$ cat config.mk
export PLATFORM = sky130hd
export DESIGN_NAME = pulse_train_generator
export DESIGN_NICKNAME = d
export VERILOG_FILES = /design/src/rtl/pulse_train_generator.sv
export SDC_FILE = /design/constraint.sdc
export NUM_CORES = 1
export LEC_CHECK = 0
export ABC_CLOCK_PERIOD_IN_PS = 6600
export CAP_MARGIN = 5
export CORE_ASPECT_RATIO = 0.6
export CORE_MARGIN = 2
export CORE_UTILIZATION = 46
export DETAILED_ROUTE_END_ITERATION = 7
export PLACE_DENSITY = 0.89
export SETUP_SLACK_MARGIN = 0.15
export SYNTH_ARGS = -nofsm -noshare
export SYNTH_HDL_FRONTEND = slang
export SYNTH_SLANG_ARGS = --single-unit
$ cat constraint.sdc
create_clock -name clk -period 6.6 [get_ports clk]
set_clock_uncertainty 0.05 [all_clocks]
set_input_delay 0.66 -clock clk [delete_from_list [all_inputs] [get_ports clk]]
set_output_delay 0.66 -clock clk [all_outputs]
set_load 0.01 [all_outputs]
$ cat src/rtl/pulse_train_generator.sv
// Pulse-train transmitter: START/STOP commands drive pulse_out; completion reports go to an RTI FIFO.
// Optional feature: define PULSE_TRAIN_REPORT_EN to build the report path (write / count_out).
module pulse_train_generator #(
    parameter int unsigned DATA_WIDTH = 16
) (
    input  logic         clk,
    input  logic         reset,
    input  logic [63:0]  cmd_in,
    input  logic         cmd_valid,
    input  logic [63:0]  counter,
    output logic         pulse_out,
    output logic         busy,
    output logic         busy_error,
    output logic         write,
    output logic [127:0] count_out
);
    localparam logic [3:0] OP_START     = 4'h1;
    localparam logic [3:0] OP_STOP      = 4'h2;
    localparam logic [3:0] STAT_DONE    = 4'h1;
    localparam logic [3:0] STAT_STOPPED = 4'h2;

    typedef enum logic [1:0] {IDLE, HIGH, LOW} state_t;

    state_t                state, state_n;
    logic [DATA_WIDTH-1:0] n_q, h_q, l_q, e_q, phase_q;
    logic [DATA_WIDTH-1:0] e_n, phase_n;
    logic [DATA_WIDTH-1:0] cmd_n, cmd_h, cmd_l, cmd_h_m1, cmd_l_m1;
    logic                  start, stop, load, berr_set;
    logic                  rep_wr;
    logic [3:0]            rep_status;
    logic [DATA_WIDTH-1:0] rep_e;

    assign start = cmd_valid && (cmd_in[63:60] == OP_START);
    assign stop  = cmd_valid && (cmd_in[63:60] == OP_STOP);
    assign cmd_n = cmd_in[DATA_WIDTH-1:0];
    assign cmd_h = cmd_in[2*DATA_WIDTH-1:DATA_WIDTH];
    assign cmd_l = cmd_in[3*DATA_WIDTH-1:2*DATA_WIDTH];

    // Zero lengths behave as one cycle; store reload values (length - 1) directly.
    assign cmd_h_m1 = (cmd_h == '0) ? '0 : cmd_h - DATA_WIDTH'(1);
    assign cmd_l_m1 = (cmd_l == '0) ? '0 : cmd_l - DATA_WIDTH'(1);

    always_ff @(posedge clk or posedge reset) begin
        if (reset) begin
            state      <= IDLE;
            n_q        <= '0;
            h_q        <= '0;
            l_q        <= '0;
            e_q        <= '0;
            phase_q    <= '0;
            pulse_out  <= 1'b0;
            busy       <= 1'b0;
            busy_error <= 1'b0;
        end else begin
            state   <= state_n;
            e_q     <= e_n;
            phase_q <= phase_n;
            if (load) begin
                n_q <= cmd_n;
                h_q <= cmd_h_m1;
                l_q <= cmd_l_m1;
            end
            pulse_out <= (state_n == HIGH);
            busy      <= (state_n != IDLE);
            if (berr_set)
                busy_error <= 1'b1;
        end
    end

    always_comb begin
        state_n    = state;
        e_n        = e_q;
        phase_n    = phase_q;
        load       = 1'b0;
        berr_set   = 1'b0;
        rep_wr     = 1'b0;
        rep_status = STAT_DONE;
        rep_e      = e_q;
        case (state)
            IDLE: begin
                if (start) begin
                    if (cmd_n != '0) begin
                        state_n = HIGH;
                        phase_n = cmd_h_m1;
                        e_n     = DATA_WIDTH'(1);
                        load    = 1'b1;
                    end else begin
                        rep_wr = 1'b1;
                        rep_e  = '0;
                    end
                end
            end
            HIGH: begin
                berr_set = start;
                // Completion wins over STOP in the final high cycle.
                if (phase_q == '0 && e_q == n_q) begin
                    state_n = IDLE;
                    rep_wr  = 1'b1;
                end else if (stop) begin
                    state_n    = IDLE;
                    rep_wr     = 1'b1;
                    rep_status = STAT_STOPPED;
                end else if (phase_q == '0) begin
                    state_n = LOW;
                    phase_n = l_q;
                end else begin
                    phase_n = phase_q - DATA_WIDTH'(1);
                end
            end
            LOW: begin
                berr_set = start;
                if (stop) begin
                    state_n    = IDLE;
                    rep_wr     = 1'b1;
                    rep_status = STAT_STOPPED;
                end else if (phase_q == '0) begin
                    state_n = HIGH;
                    phase_n = h_q;
                    e_n     = e_q + DATA_WIDTH'(1);
                end else begin
                    phase_n = phase_q - DATA_WIDTH'(1);
                end
            end
            default: state_n = IDLE;
        endcase
    end

`ifdef PULSE_TRAIN_REPORT_EN
    always_ff @(posedge clk or posedge reset) begin
        if (reset) begin
            write     <= 1'b0;
            count_out <= '0;
        end else begin
            write <= rep_wr;
            if (rep_wr)
                count_out <= {counter, rep_status, {(60-DATA_WIDTH){1'b0}}, rep_e};
        end
    end

    logic lint_unused;
    assign lint_unused = ^cmd_in;
`else
    assign write     = 1'b0;
    assign count_out = '0;

    logic lint_unused;
    assign lint_unused = ^{cmd_in, counter, rep_wr, rep_status, rep_e};
`endif

endmodule
Word-level counts from Yosys, hierarchy flattened
Index checks and enable logic that the tools add are counted.
Word-level totals
  input bits: 131
  output and inout bits: 132
  register bits: 85
  logic and storage cells: 66
Cells by class
  reductions and logical operators: 14
  $add $sub $neg: 4
  eq/ne operators: 12
  mux-type cells: 27
Operator list (count)
  16-bit two-way mux: 13
  16-bit zero test: 3
  16-bit one-hot mux with 3 select lines: 1
  16-bit by 1-bit subtractor with 16-bit output, second input constant: 3
  16-bit one-hot mux with 2 select lines: 1
  16-bit by 1-bit adder with 16-bit output, second input constant: 1
  16-bit equality test: 1
  16-bit nonzero test: 1
  2-bit two-way mux: 7
  2-bit inequality test, second input constant: 6
  2-bit one-hot mux with 3 select lines: 1
  6-bit AND reduction: 1
  5-bit AND reduction: 1
  2-bit by 1-bit equality test with 1-bit output, second input constant: 2
  4-bit by 1-bit equality test with 1-bit output, second input constant: 1
  4-bit by 2-bit equality test with 1-bit output, second input constant: 1
  1-bit two-way mux: 4
  2-bit nonzero test: 2
  1-bit logical AND: 3
  3-bit nonzero test: 1
  2-bit equality test, second input constant: 1
  2-bit zero test: 1
  2-bit OR reduction: 1

Logic depth before layout (Yosys ltp)
  depth after elaboration: 6
  mapped depth: 12

Least setup slack after synthesis
No wires, ideal clock.
  kind: register -> register
  start: reg phase_q[0]
  end: reg phase_q[10]
  stages on the path, launching flop included: 13
  period minus slack after synthesis: 2.817 ns
  arrival: 2.646 ns
  buffers on the path: 4
  slack: 3.783 ns
  library setup time: 0.121 ns
  cell sequence: dfrtp_1 inv_1 ha_1 or3b_2 clkbuf_1 or4_4 buf_6 clkinv_4 nand3_4 and2_4 buf_6 buf_6 a22o_1
On the way
  word-level cells in the longest chain between the ends: 5
  elaborated cells between the ends (all ways): 11
  those cells by class: 1 x add/sub; 1 x eq/ne; 6 x mux; 3 x reduce/logical
RTL lines
  start, declared: RTL line 25  | logic [DATA_WIDTH-1:0] n_q, h_q, l_q, e_q, phase_q;
  start signal, assigned: RTL line 57  | phase_q <= phase_n;
  16-bit by 1-bit subtractor with 16-bit output / 16-bit zero test (equally long branches)
  16-bit two-way mux: RTL line 103  | end else if (phase_q == '0) begin
  16-bit two-way mux: RTL line 99  | end else if (stop) begin
  16-bit two-way mux: RTL line 96  | if (phase_q == '0 && e_q == n_q) begin
  16-bit one-hot mux with 3 select lines: RTL line 79  | case (state)
Several ways; a longest one is shown, not always the timed one. The select of a mux whose other input is x is not followed.
A chain may end at the register's enable or synchronous reset.

Worst setup path after layout
  start: reg phase_q[0]
  end: reg e_q[0]
On the way
  word-level cells in the longest chain between the ends: 3
RTL lines
  16-bit zero test: RTL line 116  | end else if (phase_q == '0) begin
  2-bit inequality test (no line)
  5-bit AND reduction (no line)
  end signal, assigned: RTL line 56  | e_q <= e_n;
  end, declared: RTL line 25
Every way passes these cells.

==> summary.md <==
| Metric | Value |
|---|---|
| # rows | `32` |
| Inserted Diodes | `0` |
| Post-synth top flop | `dfrtp_1` |
| Period Utilization, post-route | `48.9%` |
| ANT nets after route | `0` |
| Seq. cell area | `0.00213 mm²` |
| Worst VDD drop | `0.000206 V` |
| DRT Pass-1 Iters | `7` |
| Max-Cap Viols | `0` |
| Synth cell count leaders | `buf_4, dfrtp_1, nand2_1, o21ai_0, xnor2_1` |
| H-tree depth | `3` |
| Post-CTS setup buffer count | `0` |
| Worst-Margin Slew | `0.788 ns` |
| Hold Path Class | `reg2reg` |
| Core Region | `0.0129 mm²` |
| Finished Core Util | `51.3%` |
| Fin worst setup slack | `3.37 ns` |
| Avg Inst Size Synth | `8.90 µm²` |
| CTS resizes | `0` |
| Leakage | `2.81 nW` |
| CP Data Arrival Time | `3.40 ns` |
| Final weighted congestion in routability-driven placement | `0.937` |
| Fraction of layout cells with a size suffix above 1 | `6.79%` |
| Worst rel slew slack | `47.5%` |
| Seq/Total Area, Yosys | `34.7%` |
| Layout Cells excl Fill | `906` |
| Initial antenna violation count | `0` |
| Total GRT Usage | `20.0%` |
| Synth Warn # | `0` |
| Input/output buffers | `57` |
| RSZ-0062 raised after global routing | `false` |
| Outcome | `completed` |
| Final setup vio count | `0` |
| Worst path max stage delay | `0.61 ns` |
| Ports | `263` |
| Post-route cell area | `0.00663 mm²` |
| Area of the multi-input gates | `0.00328 mm²` |
| Post-synth top area share | `34.7%` |
| CP endpoint kind | `flop` |
| Clock Tree Buf Depth | `2` |
| Synth Instances | `688` |
| Vias in the first global route | `4,520` |
| Layout Nets | `873` |
| CTS sink cnt | `85` |
| Largest net degree at the start of global routing | `64` |
| Wirelength per Cell | `15.9 µm` |
| Layout Area Growth over Synthesis | `8.30%` |
| Power per Cell Area | `310 mW/mm²` |
| Clk_lat worst skew | `0.34 ns` |
| FF+latch count, synth | `85` |
| Number of library cell types mapped by synthesis | `62` |
| DP Wirelength | `10,800 µm` |
| # DRC | `0` |
| Worst EP required | `6.77 ns` |
| Count leader, synth | `buf_4` |
| Root buffer cell | `clkbuf_16` |
| Hold_buf cts | `0` |
| Cts bufs inserted | `9` |
| Worst-path clk slew | `0.06 ns` |
| Total power | `2.06 mW` |
| Asr flop ratio synth | `100%` |
| Synthesized area | `0.00612 mm²` |
| Fillcell total | `1,179` |
| Placed insts | `891` |
| Sum of negative setup slack | `0 ns` |
| Area contributors post-synth | `dfrtp_1, buf_4, xnor2_1, o21ai_0, nand2_1` |
| Placed inst area | `0.00632 mm²` |
| Count of final hold-check violations | `0` |
| Number of synthesized flops with an enable pin | `0` |
| WHS | `0.419 ns` |
| First-pass GRT wire length | `22,800 µm` |
| 1st-iter DRT viols | `419` |
| Crit-path cells | `inv_1, ha_1, or3b_2, nor4_2, a31oi_1, buf_4, or2_1, mux2_1` |
| Critical-path top delay cell | `nor4_2` |
| Total grt overflow | `0` |
| Setup slack at placement | `3.24 ns` |
| Starting density of the core | `47.3%` |
| Die area | `0.0143 mm²` |
| Final wirelength | `14,400 µm` |
| Kind of critical path | `reg2reg` |
| Die W | `153 µm` |
| Fin. max-slew vios | `0` |
| Vias per cell | `5.37` |
| CTS tree | `done` |
| Startpoint Class | `flop` |
| Area leader, netlist | `dfrtp_1` |
| Via count | `4,869` |
| Crit path time final | `3.23 ns` |
| Die Y | `93.4 µm` |
| Worst Path Max Fanout | `13` |
| F_max | `310 MHz` |
[routing by layer]
metal	part of all wire, %	up-vias	track usage [%]	wire length, µm
met1	45	2363	28.5	6500
met2	45	241	30.6	6510
li1	-	2237	-	-
met5	0	-	0	0
met4	1.3	0	4.63	192
met3	8.6	28	5.38	1240
[area by class of cell]
type | count | share of cell area, %
Multi-Input combinational cell | 552 | 49.5
Sequential cell | 85 | 32.1
Timing Repair Buffer | 64 | 9.40
Clock buffer | 11 | 3.51
Tap cell | 170 | 3.21
Inverter | 20 | 1.23
Clock inverter | 4 | 1.11
[registers in the layout, indices dropped and copies added, names as in the netlist]
name and flops:
busy_error 1, l_q 16, phase_q 16, h_q 16, state 2, n_q 16, busy 1, pulse_out 1
e_q 16
[cell families (layout without fill, tap and decap cells)]
logic type	Yosys count	after routing	share of synthesized area, %
buffers and inverters	179	99	19.6
AND/OR/NAND/NOR	194	194	16.5
XOR/XNOR	57	57	8.15
adder cells (fa/ha/maj)	10	10	2.04
other	1	129	0.0613
multiplexers	29	29	5.21
AO/OA/AOI/OAI	133	133	13.7
flip-flops	85	85	34.7
[layout by cell type, fill, tap and decap left out, drive strengths merged, types with 6 or more instances in the layout]
master / count
nand3: 14
o31ai: 11
a21oi: 17
clkbuf: 11
o21ai: 60
nor4: 24
inv: 18
nor2: 36
xor2: 7
ha: 10
nor3: 18
clkdlybuf4s50: 57
mux2i: 6
mux2: 23
a22o: 6
conb: 129
or4: 9
xnor2: 50
buf: 7
nand4: 7
nand2: 62
dfrtp: 85
[final timing paths]
check,startpoint,endpoint,slack [ns],cells past startpoint
max in group asynchronous,reset,l_q[7],4.79,3
worst max-delay path,phase_q[0],e_q[0],3.37,8
worst min register to register,h_q[3],h_q[3],0.42,2
min in group asynchronous,reset,state[1],0.58,2
worst min-delay path,h_q[3],h_q[3],0.42,2
worst max register to register,phase_q[0],e_q[0],3.37,8
[report_power, final]
group | internal [mW] | total, mW | leakage, nW | switching [mW]
sequential | 0.691 | 0.831 | 1.08 | 0.140
clock | 0.330 | 0.530 | 0.150 | 0.200
combinational | 0.295 | 0.696 | 1.57 | 0.402
total | 1.32 | 2.06 | 2.81 | 0.741
[critical path: cells and delay by family (launching register included)]
kind / cells / cell delay [ns]
simple gates: 3 / 1.55
flops: 1 / 0.42
compound gates: 1 / 0.17
mux: 1 / 0.37
buf+inv: 2 / 0.32
fa+ha+maj: 1 / 0.22
No activity file was read; power rests on OpenSTA's default activity.
